===== config.mk =====
export PLATFORM = sky130hd
export DESIGN_NAME = dmem_access
export DESIGN_NICKNAME = d
export VERILOG_FILES = /design/src/rtl/proc_pkg.sv /design/src/rtl/load_extend.sv /design/src/rtl/dmem_access.sv
export SDC_FILE = /design/constraint.sdc
export NUM_CORES = 1
export LEC_CHECK = 0
export CAP_MARGIN = 20
export CORE_MARGIN = 3
export CORE_UTILIZATION = 44
export CTS_CLUSTER_SIZE = 28
export DETAILED_ROUTE_END_ITERATION = 7
export MAX_ROUTING_LAYER = met4
export PLACE_DENSITY = 0.9
export SETUP_SLACK_MARGIN = 0.02
export SLEW_MARGIN = 15
export SYNTH_ARGS = -nofsm -noshare
export SYNTH_HDL_FRONTEND = slang
export SYNTH_SLANG_ARGS = --single-unit

===== constraint.sdc =====
create_clock -name clk -period 2.4 [get_ports clk]
set_clock_uncertainty 0.2 [all_clocks]
set_input_delay 0.36 -clock clk [delete_from_list [all_inputs] [get_ports clk]]
set_output_delay 0.36 -clock clk [all_outputs]
set_load 0.1 [all_outputs]

===== src/rtl/proc_pkg.sv =====
// proc_pkg: shared definitions for the processor data-memory path.
// Contents:
//   F3_*          RV32I load/store width/sign codes
//   dmem_state_t  control states of the data-memory stage
//   access_size_t effective access width after funct3 decoding
//   access_size   decodes funct3 into an access width
//   misaligned_at true when a byte offset is illegal for the access width
package proc_pkg;

  localparam logic [2:0] F3_B  = 3'b000;
  localparam logic [2:0] F3_H  = 3'b001;
  localparam logic [2:0] F3_W  = 3'b010;
  localparam logic [2:0] F3_BU = 3'b100;
  localparam logic [2:0] F3_HU = 3'b101;

  typedef enum logic [1:0] {
    IDLE  = 2'd0,
    REQ   = 2'd1,
    RESP  = 2'd2,
    FAULT = 2'd3
  } dmem_state_t;

  typedef enum logic [1:0] {
    SZ_B = 2'd0,
    SZ_H = 2'd1,
    SZ_W = 2'd2
  } access_size_t;

  // Unlisted funct3 codes fall back to a full word for both loads and stores.
  function automatic access_size_t access_size(input logic is_load,
                                               input logic [2:0] funct3);
    access_size_t sz;
    sz = SZ_W;
    if (is_load) begin
      case (funct3)
        F3_B, F3_BU: sz = SZ_B;
        F3_H, F3_HU: sz = SZ_H;
        default:     sz = SZ_W;
      endcase
    end else begin
      case (funct3)
        F3_B:    sz = SZ_B;
        F3_H:    sz = SZ_H;
        default: sz = SZ_W;
      endcase
    end
    return sz;
  endfunction

  function automatic logic misaligned_at(input access_size_t sz,
                                         input logic [1:0] offset);
    logic bad;
    case (sz)
      SZ_B:    bad = 1'b0;
      SZ_H:    bad = offset[0];
      default: bad = (offset != 2'b00);
    endcase
    return bad;
  endfunction

endpackage


===== src/rtl/load_extend.sv =====
// load_extend: combinational load-data extraction and extension.
// Ports:
//   rdata  in  32  raw word from the data bus
//   addr   in  2   byte offset of the access inside the word
//   funct3 in  3   load width/sign code (unlisted codes behave as LW)
//   value  out 32  right-aligned, sign- or zero-extended result
module load_extend
  import proc_pkg::*;
(
  input  logic [31:0] rdata,
  input  logic [1:0]  addr,
  input  logic [2:0]  funct3,
  output logic [31:0] value
);

  logic [31:0] shifted;

  always_comb begin
    shifted = rdata >> {addr, 3'b000};
    case (funct3)
      F3_B:    value = {{24{shifted[7]}}, shifted[7:0]};
      F3_H:    value = {{16{shifted[15]}}, shifted[15:0]};
      F3_BU:   value = {24'd0, shifted[7:0]};
      F3_HU:   value = {16'd0, shifted[15:0]};
      default: value = shifted;
    endcase
  end

endmodule


===== src/rtl/dmem_access.sv =====
// dmem_access: data-memory pipeline stage.
// Takes one load/store per ex_valid/ex_ready handshake and runs it on a
// word-addressed req/ack bus, then reports load results to writeback.
// Ports:
//   clk, rst_n                 clock, asynchronous active-low reset
//   ex_valid / ex_ready        request handshake from execute
//   ex_is_load, ex_is_store    operation kind (both set = load)
//   ex_funct3, ex_addr         width/sign code and byte address
//   ex_store_data, ex_rd       right-aligned store operand, load destination
//   mem_req/we/addr/wdata/wstrb  bus request, held stable until mem_ack
//   mem_ack, mem_rdata         bus completion and read data
//   load_active, next_rd, next_rd_value  one-cycle load result bundle
//   misaligned                 one-cycle pulse for a rejected access
//   busy                       state != IDLE
//   dbg_state                  current control state
//
// Handshakes: a request transfers on a rising edge where ex_valid and
// ex_ready are both high; ex_ready is high exactly when the stage is IDLE.
// On the bus, mem_req stays high with all mem_* outputs frozen until a
// rising edge samples mem_ack high; mem_ack outside REQ is ignored.
module dmem_access
  import proc_pkg::*;
#(
  parameter int XLEN = 32,
  parameter int RD_W = 5
) (
  input  logic            clk,
  input  logic            rst_n,
  input  logic            ex_valid,
  output logic            ex_ready,
  input  logic            ex_is_load,
  input  logic            ex_is_store,
  input  logic [2:0]      ex_funct3,
  input  logic [XLEN-1:0] ex_addr,
  input  logic [XLEN-1:0] ex_store_data,
  input  logic [RD_W-1:0] ex_rd,
  output logic            mem_req,
  output logic            mem_we,
  output logic [XLEN-1:0] mem_addr,
  output logic [XLEN-1:0] mem_wdata,
  output logic [3:0]      mem_wstrb,
  input  logic            mem_ack,
  input  logic [XLEN-1:0] mem_rdata,
  output logic            load_active,
  output logic [RD_W-1:0] next_rd,
  output logic [XLEN-1:0] next_rd_value,
  output logic            misaligned,
  output logic            busy,
  output dmem_state_t     dbg_state
);

  dmem_state_t     state;
  logic            op_load;
  logic [2:0]      op_funct3;
  logic [1:0]      op_offset;
  logic [RD_W-1:0] op_rd;

  access_size_t    acc_size;
  logic            acc_mem;
  logic            acc_misaligned;
  logic [XLEN-1:0] st_wdata;
  logic [3:0]      st_wstrb;
  logic [XLEN-1:0] ext_value;

  assign ex_ready  = (state == IDLE);
  assign busy      = (state != IDLE);
  assign dbg_state = state;

  // Load wins when both kind bits are set, so is_load alone picks the decode.
  assign acc_mem        = ex_is_load | ex_is_store;
  assign acc_size       = access_size(ex_is_load, ex_funct3);
  assign acc_misaligned = misaligned_at(acc_size, ex_addr[1:0]);

  // Narrow stores are replicated on every lane; the strobe selects the
  // lanes the memory actually writes.
  always_comb begin
    st_wdata = ex_store_data;
    st_wstrb = 4'b1111;
    case (acc_size)
      SZ_B: begin
        st_wdata = {4{ex_store_data[7:0]}};
        st_wstrb = 4'b0001 << ex_addr[1:0];
      end
      SZ_H: begin
        st_wdata = {2{ex_store_data[15:0]}};
        st_wstrb = ex_addr[1] ? 4'b1100 : 4'b0011;
      end
      default: begin
        st_wdata = ex_store_data;
        st_wstrb = 4'b1111;
      end
    endcase
  end

  load_extend u_load_extend (
    .rdata  (mem_rdata),
    .addr   (op_offset),
    .funct3 (op_funct3),
    .value  (ext_value)
  );

  always_ff @(posedge clk or negedge rst_n) begin
    if (!rst_n) begin
      state         <= IDLE;
      op_load       <= 1'b0;
      op_funct3     <= '0;
      op_offset     <= '0;
      op_rd         <= '0;
      mem_req       <= 1'b0;
      mem_we        <= 1'b0;
      mem_addr      <= '0;
      mem_wdata     <= '0;
      mem_wstrb     <= '0;
      load_active   <= 1'b0;
      next_rd       <= '0;
      next_rd_value <= '0;
      misaligned    <= 1'b0;
    end else begin
      load_active <= 1'b0;
      misaligned  <= 1'b0;
      case (state)
        IDLE: begin
          if (ex_valid && acc_mem) begin
            if (acc_misaligned) begin
              state      <= FAULT;
              misaligned <= 1'b1;
            end else begin
              state     <= REQ;
              mem_req   <= 1'b1;
              mem_we    <= ~ex_is_load;
              mem_addr  <= {ex_addr[XLEN-1:2], 2'b00};
              mem_wdata <= ex_is_load ? '0 : st_wdata;
              mem_wstrb <= ex_is_load ? 4'b0000 : st_wstrb;
              op_load   <= ex_is_load;
              op_funct3 <= ex_funct3;
              op_offset <= ex_addr[1:0];
              op_rd     <= ex_rd;
            end
          end
        end
        REQ: begin
          if (mem_ack) begin
            mem_req <= 1'b0;
            mem_we  <= 1'b0;
            if (op_load) begin
              state         <= RESP;
              load_active   <= 1'b1;
              next_rd       <= op_rd;
              // x0 is hard-wired to zero, so its result is zeroed here.
              next_rd_value <= (op_rd == '0) ? '0 : ext_value;
            end else begin
              state <= IDLE;
            end
          end
        end
        RESP:    state <= IDLE;
        FAULT:   state <= IDLE;
        default: state <= IDLE;
      endcase
    end
  end

endmodule


# [After elaboration in Yosys (flattened, before gate mapping)]
# Cells that the tools add are included.
[word_totals] inputBits=110 word_cells=77 ff_bits=120
[classes] n_mux=29 n_shift=2 n_eq_ne=13 n_bitwise=3 n_reduce_logical=16
[ops] op="32-bit case mux with 4 select lines" count=1
[ops] op="32-bit 2-to-1 mux" count=2
[ops] op="32-bit case mux with 2 select lines" count=1
[ops] op="32-bit by 5-bit >> shifter with 32-bit output" count=1
[ops] op="3-bit == test (second input constant)" count=4
[ops] op="1-bit 2-to-1 mux" count=11
[ops] op="2-bit 2-to-1 mux" count=5
[ops] op="4-bit 2-to-1 mux" count=2
[ops] op="2-bit case mux with 2 select lines" count=2
[ops] op="4-bit case mux with 2 select lines" count=1
[ops] op="3-bit by 1-bit == test with 1-bit output (second input constant)" count=2
[ops] op="3-bit zero test" count=2
[ops] op="1-bit case mux with 2 select lines" count=3
[ops] op="2-bit case mux with 3 select lines" count=1
[ops] op="3-bit AND reduction" count=2
[ops] op="2-bit nonzero test" count=3
[ops] op="2-bit OR reduction" count=3
[ops] op="5-bit zero test" count=1
[ops] op="2-bit by 1-bit == test with 1-bit output (second input constant)" count=2
[ops] op="2-bit == test (second input constant)" count=2
[ops] op="2-bit zero test" count=2
[ops] op="2-bit inequality test (second input constant)" count=2
[ops] op="4-bit AND reduction" count=1
[ops] op="1-bit by 2-bit left shift with 4-bit output (first input constant)" count=1
[ops] op="5 further kinds" count=6

# [Logic depth before layout (Yosys ltp)]
[depth] depth_word=9 depth_mapped=8

# [Cells and area by module]
# A second synthesis with hierarchy kept.
[hier_totals] cells_unflattened=493 area_unflattened_um2=5740.5
[by_module_without_submodules] mod="dmem_access" instances=1 cells_each=386 seq_area_each_um2=3002.9 area_each_um2=5046.1
[by_module_without_submodules] mod="load_extend" instances=1 cells_each=107 seq_area_each_um2=0.0 area_each_um2=694.4

# [Worst setup path before layout]
# No wires, ideal clock.
[synth_timing] kind="reg2reg" start="reg state[0], in the netlist dbg_state[0]" end="reg mem_wdata[2]" setup_time_ns=0.128 t_required_ns=2.072 arrival_ns=3.536 slack_ns=-1.464 stages_incl_launch_ff=7 cell_sequence="dfrtp_1 > nor2_1 > o211ai_1 > a211o_1 > buf_4 > buf_6 > mux2_1"
[synth_via] elab_chain_len=2
[synth_rtl] element="start: declaration" line_no="dmem_access.sv:52" rtl="dmem_state_t state;"
[synth_rtl] element="start signal: assignment" line_no="dmem_access.sv:104" rtl="state <= IDLE;"
[synth_rtl] element="start signal: assignment" line_no="dmem_access.sv:125" rtl="state <= FAULT;"
[synth_rtl] element="start signal: assignment" line_no="dmem_access.sv:128" rtl="state <= REQ;"
[synth_rtl] element="2-bit zero test"
[synth_rtl] element="named net ex_ready" line_no="dmem_access.sv:30" rtl="output logic ex_ready,"
[synth_rtl] element="3-bit AND reduction (no line)"
[synth_rtl] element="end signal: assignment" line_no="dmem_access.sv:132" rtl="mem_wdata <= ex_is_load ? '0 : st_wdata;"
[synth_rtl] element="end: declaration" line_no="dmem_access.sv:40" rtl="output logic [XLEN-1:0] mem_wdata,"
# The timed path passes the listed nets, and every way through them passes these cells.
# A chain may end at the register's enable or synchronous reset.

# [Final worst setup path]
[layout_timing] start="reg op_rd[0]" end="reg next_rd_value[23]"
[layout_via] elab_chain_len=2
[layout_rtl] element="start: declaration" line_no="dmem_access.sv:56" rtl="logic [RD_W-1:0] op_rd;"
[layout_rtl] element="start signal: assignment" line_no="dmem_access.sv:137" rtl="op_rd <= ex_rd;"
[layout_rtl] element="5-bit zero test" line_no="dmem_access.sv:150" rtl="next_rd_value <= (op_rd == '0) ? '0 : ext_value;"
[layout_rtl] element="32-bit 2-to-1 mux" line_no="dmem_access.sv:150"
[layout_rtl] element="end signal: assignment" line_no="dmem_access.sv:150"
[layout_rtl] element="end: declaration" line_no="dmem_access.sv:46" rtl="output logic [XLEN-1:0] next_rd_value,"
# No other way between the ends.

==> run_results.csv <==
group,metric,value,unit
clocking,cts_resized,0,
clocking,numCtsBuffers,17,
clocking,h-tree-depth,4,
critical_path,required,2.49,ns
critical_path,startpoint_type,"flop",
timing,slew_headroom,0.644,
drt,firstDrtPassIters,5,
logic_synthesis,yosysWarnings,0,
final_layout,nFillCells,906,
final_layout,layout_common_cells,"buf_4 (144), dfrtp_1 (118), clkdlybuf4s50_1 (108)",
grt,grt_util_met1,0.285,
critical_path,cp.arrival,2.26,ns
grt,grt_pass1_vias,5080,
logic_synthesis,synthCells,482,
timing,setup_viol,0,
grt,grt_antenna_before_repair,0,
run,cap_viol_max_count,0,
grt,grt_overflow,0,
logic_synthesis,synth_seq_cells,120,
timing,final_max_slew_viol_count,0,
timing,min_period_over_period,0.907,
hold_path,hold_path_class,"in -> async",
grt,grt_pass1_wl,26800,um
critical_path,crit_path_max_incr_delay,0.54,ns
critical_path,crit_family,"compound AO/OA/AOI/OAI gates",
timing,tightest_slew,0.531,ns
final_layout,area_growth,51.9,%
logic_synthesis,netlist_area,0.00559,mm2
die,num_rows,40,
die,die_x,119,um
place,place_congestion,0.936,
clocking,cts_tree,"yes",
die,fp.dieH,119,um
final_layout,layout_commonest_cell,"buf_4",
drt,ant_nets,0,
critical_path,path_max_fanout,8,
drt,wl,16900,um
place,place_hpwl,12700,um
logic_synthesis,synth_area_leaders,"dfrtp_1 (54%), mux2_2 (14%), mux2i_1 (6.5%)",
logic_synthesis,yosysUniqueCellTypes,39,
die,core,0.0122,mm2
logic_synthesis,synthMuxAreaShare,0.212,
logic_synthesis,yosysTopAreaCell,"dfrtp_1",
clocking,ctsRootBufferMaster,"clkbuf_16",
critical_path,cp_cell_sequence,"or4_1, o21ai_2, nor2_1, buf_4, a221o_1",
timing,finalHoldViolCount,0,
drt,drc_errors,0,
final_layout,n_antenna_cell,0,
grt,use_met3,0.0670,
die,ioPinCount,223,
timing,layout_min_cycle_time,2.18,ns
clocking,clock_latency,0.41,ns
logic_synthesis,synth-seq-area-share,0.538,
clocking,numClockSinks,120,
logic_synthesis,synth-simple-area-share,0.0766,
die,initial_core_util,0.457,
timing,holdWs,0.264,ns
drt,drtIter0Drc,480,
logic_synthesis,avgSynthCellArea,11.6,um2
critical_path,critPathCaptureType,"flop",
timing,max_freq,460,MHz
run_status,status,"finished, final reports clean",
critical_path,cpMaxStageDelayCell,"or4_1",
logic_synthesis,synth-xor-area-share,0.00157,
grt,grt_use_total,0.249,
final_layout,finalNonFillerCells,903,
final_layout,nNetsFinal,832,
drt,vias,4865,
final_layout,finish.utilization,0.695,
grt,top_usage_layer,"met2",
logic_synthesis,synth_compound_area_frac,0.122,
die,dieArea,0.0141,mm2
clocking,clk_path_buf_depth,2,
drt,post_drt_wl_per_cell,18.7,um
timing,rsz0062_at_grt,"no",
place,port_buffers,220,
grt,grt_start_max_net_pins,40,
place,dp_cells,870,
critical_path,cp_num_buf_inv,1,
logic_synthesis,synthAdderAreaFrac,0,
critical_path,setup.worst_path.class,"reg -> reg",
logic_synthesis,synth_top_family_by_area,"multiplexers",
logic_synthesis,synth_top_cell_area_share,0.538,
grt,grtUsageMet2,0.416,
clocking,path_clk_slew,0.05,ns
drt,vias_per_cell,5.39,
final_layout,drive_above_1_share,0.350,
==> worst register-to-register path, stage by stage (launching register included) <==
cell	delay (ns)
dfrtp_1	0.38
or4_1	0.54
o21ai_2	0.32
nor2_1	0.09
buf_4	0.18
a221o_1	0.33
==> routing by layer <==
metal,routed length (um),vias up
met5,0,-
met1,6340,2352
li1,-,2203
met4,397,0
met3,1400,37
met2,8710,273
==> path summary, 6_finish.rpt <==
path / startpoint / to / slack, ns / depth (start not counted)
min: rst_n / next_rd_value[26] / 0.26 / 2
max: op_rd[0] / next_rd_value[23] / 0.22 / 5
max in group asynchronous: rst_n / mem_wdata[22] / 1.13 / 3
max reg2reg: op_rd[0] / next_rd_value[23] / 0.22 / 5
min reg2reg: mem_req / mem_req / 0.28 / 2
min in group clk: mem_req / mem_req / 0.28 / 2
==> state kept, by name (all words and copies together), names as in the netlist <==
register	cells
mem_addr	30
mem_req	1
next_rd_value	32
mem_wstrb	4
mem_we	1
op_rd	5
next_rd	5
misaligned	1
op_load	1
mem_wdata	32
dbg_state	2
load_active	1
op_funct3	3
op_offset	2
==> repair_timing <==
action / CTS / global route
hold buffers: 1 / 0
hold endpoints to repair: 32 / 0
setup buffers: 0 / 0
==> cell families (layout without fill, tap and decap cells) <==
logic type / count (synthesis) / in the layout
compound gates: 112 / 112
mux: 108 / 108
xor+xnor: 1 / 1
simple gates: 86 / 86
flops: 120 / 120
other cells: 1 / 2
buf+inv: 54 / 306
==> stage by stage <==
step	TNS (ns)	instance area, um2	worst slack, ns
2_1_floorplan	-14.08	5610	-0.230
3_3_place_gp	-0.00958	7850	-0.00322
3_5_place_dp	-2.40	7850	-0.110
4_1_cts	0	8490	0.206
5_1_grt	0	8490	0.103
6_report	0	8490	0.224
==> Yosys cell counts (all sizes together) <==
cell    number
a211o        1
or2          1
clkbuf      18
o21ai       50
a221o       16
nand3       10
nand3b       9
o211ai       1
nor3         3
o31ai        2
nand2       35
a211oi       2
nand2b       3
xnor2        1
buf         19
mux4         1
a21boi       1
clkinv       2
or4          1
mux2        71
a31oi        6
a22o         2
mux2i       36
nand4b       1
a21oi       30
o211a        1
inv         15
nor3b        1
nor2b        9
conb         1
dfrtp      120
nor2        13
==> final cells by class <==
type | count | area, um2 | share of cell area
sequential | 120 | 3010 | 0.354
multi-input combinational | 309 | 2330 | 0.274
timing repair buffer | 257 | 2250 | 0.265
clock buffer | 25 | 515 | 0.0607
tap | 168 | 210 | 0.0248
clock inverter | 7 | 113 | 0.0133
inverter | 17 | 63.8 | 0.00752
Power is not shown: default switching activity piles up to over one toggle a cycle in this logic, so the estimate is an artifact.
